==> config.mk <==
export PLATFORM = sky130hd
export DESIGN_NAME = rtc_bus_arbiter_flat
export DESIGN_NICKNAME = d
export VERILOG_FILES = /design/src/rtl/rtc_bus_arbiter_if.sv /design/src/rtl/rtc_bus_arbiter.sv /design/src/flat_wrapper.sv
export SDC_FILE = /design/constraint.sdc
export NUM_CORES = 1
export LEC_CHECK = 0
export BUFFER_PORTS_ARGS = -buffer_cell sky130_fd_sc_hd__buf_2
export CAP_MARGIN = 20
export CORE_AREA = 2 2 58 60
export CTS_BUF_LIST = sky130_fd_sc_hd__clkbuf_4 sky130_fd_sc_hd__clkbuf_8
export DETAILED_ROUTE_END_ITERATION = 7
export DIE_AREA = 0 0 60 62
export GPL_TIMING_DRIVEN = 0
export PLACE_DENSITY = 0.8
export SYNTH_ARGS = -nofsm -noshare
export SYNTH_HDL_FRONTEND = slang
export SYNTH_SLANG_ARGS = --single-unit
==> constraint.sdc <==
create_clock -name clock -period 3.6 [get_ports clock]
set_clock_uncertainty 0.15 [all_clocks]
set_input_delay 0.72 -clock clock [delete_from_list [all_inputs] [get_ports clock]]
set_output_delay 0.72 -clock clock [all_outputs]
set_load 0.02 [all_outputs]
==> src/rtl/rtc_bus_arbiter_if.sv <==
// Request/grant bundle between the RTC requesters and the shared transaction engine.
interface rtc_bus_arbiter_if;
  logic [4:0] req;
  logic       eng_done;
  logic       go;
  logic [2:0] sel;
  logic [4:0] gnt;
  logic [4:0] ack;
  logic       busy;
  logic       timeout_err;

  modport master (
    output req, eng_done,
    input  go, sel, gnt, ack, busy, timeout_err
  );

  modport slave (
    input  req, eng_done,
    output go, sel, gnt, ack, busy, timeout_err
  );
endinterface

==> src/rtl/rtc_bus_arbiter.sv <==
// Fixed-priority arbiter for the shared RTC engine; req->go in 2 cycles, later requests only pend.
// Optional WAIT watchdog enabled by RTC_ARB_TIMEOUT_EN.
module rtc_bus_arbiter #(
  parameter int unsigned REFRESH_CYCLES = 12500000,
  parameter int unsigned TIMEOUT_CYCLES = 4096
) (
  input  logic            clock,
  input  logic            reset,
  rtc_bus_arbiter_if.slave bus
);
  localparam int unsigned RW = (REFRESH_CYCLES > 1) ? $clog2(REFRESH_CYCLES) : 1;
  localparam logic [RW-1:0] REF_LAST = RW'(REFRESH_CYCLES - 1);

  if (REFRESH_CYCLES < 4) begin : g_bad_refresh
    $error("REFRESH_CYCLES must be at least 4");
  end
  if (TIMEOUT_CYCLES < 1) begin : g_bad_timeout
    $error("TIMEOUT_CYCLES must be at least 1");
  end

  typedef enum logic [1:0] {IDLE, ISSUE, WAIT, RELEASE} state_t;

  state_t        state, state_nx;
  logic [4:0]    pend, gnt_q, win_gnt, clr;
  logic [2:0]    sel_q, win_sel;
  logic [RW-1:0] ref_cnt;
  logic          ref_wrap, timeout_hit, to_err;
  logic          go, busy;

  // Refresh timer runs regardless of arbiter activity.
  assign ref_wrap = (ref_cnt == REF_LAST);

  always_ff @(posedge clock) begin
    if (reset)         ref_cnt <= '0;
    else if (ref_wrap) ref_cnt <= '0;
    else               ref_cnt <= ref_cnt + 1'b1;
  end

  // New requests beat the RELEASE clear so a re-request is never lost.
  assign clr = (state == RELEASE) ? gnt_q : 5'b00000;

  always_ff @(posedge clock) begin
    if (reset) pend <= 5'b00001;
    else       pend <= (pend & ~clr) | bus.req | {ref_wrap, 4'b0000};
  end

  always_comb begin
    win_gnt = 5'b00000;
    win_sel = 3'd0;
    if (pend[0])      begin win_gnt = 5'b00001; win_sel = 3'd1; end
    else if (pend[1]) begin win_gnt = 5'b00010; win_sel = 3'd3; end
    else if (pend[2]) begin win_gnt = 5'b00100; win_sel = 3'd4; end
    else if (pend[3]) begin win_gnt = 5'b01000; win_sel = 3'd5; end
    else if (pend[4]) begin win_gnt = 5'b10000; win_sel = 3'd2; end
  end

  always_ff @(posedge clock) begin
    if (reset) state <= IDLE;
    else       state <= state_nx;
  end

  always_comb begin
    state_nx = state;
    go       = 1'b0;
    busy     = 1'b0;
    case (state)
      IDLE:    if (|pend) state_nx = ISSUE;
      ISSUE:   begin go = 1'b1; busy = 1'b1; state_nx = WAIT; end
      WAIT:    begin busy = 1'b1; if (bus.eng_done || timeout_hit) state_nx = RELEASE; end
      RELEASE: begin busy = 1'b1; state_nx = IDLE; end
      default: state_nx = IDLE;
    endcase
  end

  always_ff @(posedge clock) begin
    if (reset) begin
      gnt_q <= 5'b00000;
      sel_q <= 3'd0;
    end else if (state == IDLE && |pend) begin
      gnt_q <= win_gnt;
      sel_q <= win_sel;
    end else if (state == RELEASE) begin
      gnt_q <= 5'b00000;
      sel_q <= 3'd0;
    end
  end

`ifdef RTC_ARB_TIMEOUT_EN
  localparam int unsigned TW = $clog2(TIMEOUT_CYCLES + 1);
  localparam logic [TW-1:0] TO_LAST = TW'(TIMEOUT_CYCLES - 1);

  logic [TW-1:0] wait_cnt;

  // Abort on the last allowed WAIT cycle unless the engine finishes in that same cycle.
  assign timeout_hit = (state == WAIT) && !bus.eng_done && (wait_cnt == TO_LAST);

  always_ff @(posedge clock) begin
    if (reset) begin
      wait_cnt <= '0;
      to_err   <= 1'b0;
    end else begin
      wait_cnt <= (state == WAIT) ? wait_cnt + 1'b1 : '0;
      if (timeout_hit) to_err <= 1'b1;
    end
  end
`else
  assign timeout_hit = 1'b0;
  assign to_err      = 1'b0;
`endif

  assign bus.go          = go;
  assign bus.busy        = busy;
  assign bus.sel         = sel_q;
  assign bus.gnt         = gnt_q;
  assign bus.ack         = (state == RELEASE) ? gnt_q : 5'b00000;
  assign bus.timeout_err = to_err;
endmodule

==> src/flat_wrapper.sv <==
// flat-port wrapper written by rule: the top's interface ports become plain ports
module rtc_bus_arbiter_flat 
#(
  parameter int unsigned REFRESH_CYCLES = 12500000,
  parameter int unsigned TIMEOUT_CYCLES = 4096
)
  (clock, reset, bus_req, bus_eng_done, bus_go, bus_sel, bus_gnt, bus_ack, bus_busy, bus_timeout_err);
  rtc_bus_arbiter_if bus_i ();
  input  logic clock;
  input  logic reset;
  input wire logic [$bits(bus_i.req)-1:0] bus_req;
  input wire logic [$bits(bus_i.eng_done)-1:0] bus_eng_done;
  output wire logic [$bits(bus_i.go)-1:0] bus_go;
  output wire logic [$bits(bus_i.sel)-1:0] bus_sel;
  output wire logic [$bits(bus_i.gnt)-1:0] bus_gnt;
  output wire logic [$bits(bus_i.ack)-1:0] bus_ack;
  output wire logic [$bits(bus_i.busy)-1:0] bus_busy;
  output wire logic [$bits(bus_i.timeout_err)-1:0] bus_timeout_err;
  assign bus_i.req = bus_req;
  assign bus_i.eng_done = bus_eng_done;
  assign bus_go = bus_i.go;
  assign bus_sel = bus_i.sel;
  assign bus_gnt = bus_i.gnt;
  assign bus_ack = bus_i.ack;
  assign bus_busy = bus_i.busy;
  assign bus_timeout_err = bus_i.timeout_err;
  rtc_bus_arbiter #(.REFRESH_CYCLES(REFRESH_CYCLES), .TIMEOUT_CYCLES(TIMEOUT_CYCLES)) u_core (.clock(clock), .reset(reset), .bus(bus_i));
endmodule
==> impl_results.md <==
* Worst Tran Pin Value at 0.6539 ns
* Die Ht at 62 µm
* Cell variety after synth at 37
* I/O pin total at 24
* Net Count, Synth at 220
* Leading area contributor after synthesis: dfxtp_1
* H-Tree Depth at 2
* Synth-to-Final Area Change at 12.44%
* VDD IR max at 0.2327 mV
* LEAKAGE at 0.7816 nW
* Worst setup EP type: output port
* Main synth FF type: dfxtp_1
* Max Buffers Root-to-Sink at 2
* Hold Path Class: register to register
* Initial Util at 55.37%
* Share of power burned in registers at 53.8%
* Die width at 60 µm
* GP Congestion at 0.8118
* Combinational Power Share at 20.9%
* Hold buffers post-CTS at 0
* First-pass GRT wire length at 5706 µm
* # diodes at 0
* Fin. max-slew vios at 0
* Rows at 21
* Initial antenna violation count at 0
* Setup TNS at 0 ns
* Core box area at 0.003179 mm²
* DRC violation count after routing at 0
* IO Port Bufs at 21
* DRT iter0 DRCs at 108
* Startpoint types: register
* Post-detailed-route count of antenna-violating nets at 0
* Final setup fails at 0
* Post-synth EDFFs at 0
* Routed wire per std cell at 11.86 µm
* Relative slew slack at 56.11%
* Final min period at 2.261 ns
* Mapped cell area at 0.001760 mm²
* Pin count of the biggest net entering global routing at 12
* Status: complete, no violations
* Setup repair bufs after CTS at 0
* Cells after synthesis at 207
* Yosys top cell area share at 44.35%
* Root Buffer: clkbuf_4
* Pwr Density at 451.6 mW/mm²
* Routed vias/inst at 5.473
* Clock share of power at 25.3%
* Psw at 0.0002848 W
* NumNets Final at 248
* Clk sinks at 39
* Max Freq at 0.4422 GHz
* Switching part of the total power at 31.86%
* Grt ovf at 0
* P_int at 0.0006091 W
* Layout cells sized above 1 at 14.89%
* Unrepaired setup endpoints after global routing: no
* Syn avg cell area at 8.505 µm²
* Post-route core utilization at 62.26%
* Tcrit/Tclk final at 62.81%
* Die area at 0.003720 mm²
* Clock slew at reported path FFs at 0.11 ns
* Pre-antenna DRT Iters at 4
* Clock Latency Late Sink at 0.34 ns
* Cell with the most instances after synthesis: dfxtp_1
* DR vias at 1538
* Post-synth ARST share at 0%
* CTS Buf Count at 5
* Seq cells post-synth at 39
* Crit-path max FO at 6
* Worst Path Required at 2.73 ns
* Total of max-cap violations at 0
* CTS tree: done
* Final hold vios at 0
* Vias in the first global route at 1345
* Setup CP Type: register to output port
* Synth top cells by count: dfxtp_1, nor2_1, a21oi_1, inv_1, nand2_1
* GRT Resource Usage Total at 20.49%
* Yosys warns at 0
* Main area contributors after synthesis: dfxtp_1, nor2_1, a21oi_1
* Critical path data arrival time at 1.39 ns
* Post-CTS Resized at 0
* Share of the yosys chip area belonging to registers at 44.35%
* DPL Wire Length at 2444 µm
* Final wirelength at 3332 µm
-- layer usage --
metal,global-route usage (%),vias up,part of all wire [%]
met2,34.01,30,48
met4,10.48,0,2.4
met3,5.176,9,4.1
met5,0,-,0
li1,-,783,-
met1,24.71,716,46
-- final timing paths --
path,startpoint,end,slack [ns],depth (start not counted)
worst max-delay path,u_core.state[1]$_SDFFE_PP0P_,bus_ack[0],1.34,3
worst min-delay path,u_core.bus.sel[2]$_SDFFE_PP0P_,u_core.bus.sel[2]$_SDFFE_PP0P_,0.32,2
worst max register to register,u_core.ref_cnt[0]$_SDFF_PP0_,u_core.ref_cnt[20]$_SDFF_PP0_,1.39,6
worst min register to register,u_core.bus.sel[2]$_SDFFE_PP0P_,u_core.bus.sel[2]$_SDFFE_PP0P_,0.32,2
-- flip-flops by register name, summed over array words and instances (netlist names) --
register	flops
u_core.bus.sel	3
u_core.ref_cnt	24
u_core.pend	5
u_core.state	2
u_core.bus.gnt	5
-- cells in the final DEF, fill, tap and decap left out, drive strengths merged, types with 2 or more instances in the layout --
cell and count:
inv 14, nor4bb 2, or2 2, nand3 12
or3 8, nand4 4, o31ai 5, xnor2 5
ha 5, a32oi 3, or4 6, and4 4
o21ai 9, dfxtp 39, clkbuf 11, buf 24
and2 3, nand2 13, nor3 3, a21oi 19
xor2 6, a211oi 2, nor2 27
-- layout make-up --
type / count / area, µm²
Fill cell: 300 / 1200
Multi-Input combinational cell: 146 / 885.9
Clock buffer: 6 / 51.30
Timing Repair Buffer: 21 / 105.1
Inverter: 14 / 52.55
Sequential cell: 39 / 780.7
Tap cell: 46 / 57.56
Clock inverter: 1 / 5.005
Buffer: 8 / 41.29
-- cell families after synthesis --
family                     after synthesis  share of synthesized area [%]
xor gates and xnor gates                11                          5.473
AOI/OAI and AO/OA                       41                          13.93
other                                    1                         0.2130
and+or+nand+nor                         87                          26.58
muxes                                    1                         0.5686
buffers and inverters                   22                          5.330
adders and majority gates                5                          3.554
DFF                                     39                          44.35
-- stage by stage --
stage / hold slack, ns / instance area [µm²] / cells / setup WS [ns] / power, W
final: 0.3210 / 1979 / 281 / 1.339 / 0.0008940
after global routing: 0.3536 / 1979 / 281 / 1.223 / 0.0009500
after CTS: 0.3229 / 1979 / 281 / 1.327 / 0.0009021
after detailed placement: 0.3055 / 1923 / 274 / 1.418 / 0.0006759
after global placement: 0.2920 / 1923 / 274 / 1.434 / 0.0006729
after floorplan: 0.2761 / 1760 / 207 / 1.542 / 0.0006236
-- worst max-delay path, stage by stage, from the launching register on --
cell and delay (ns):
dfxtp_1 0.40, ha_1 0.29, and2_1 0.18, buf_2 0.17
-- power groups by stage --
stage                     clock network, W  registers [W]  logic (W)
after global placement                   0       0.000489   0.000184
after CTS                         0.000233       0.000481   0.000188
final                             0.000226       0.000481   0.000187
after global routing              0.000254       0.000485   0.000211
after floorplan                          0       0.000497   0.000127
after detailed placement                 0       0.000491   0.000185
Note: power is estimated with default switching activity, not from simulation.
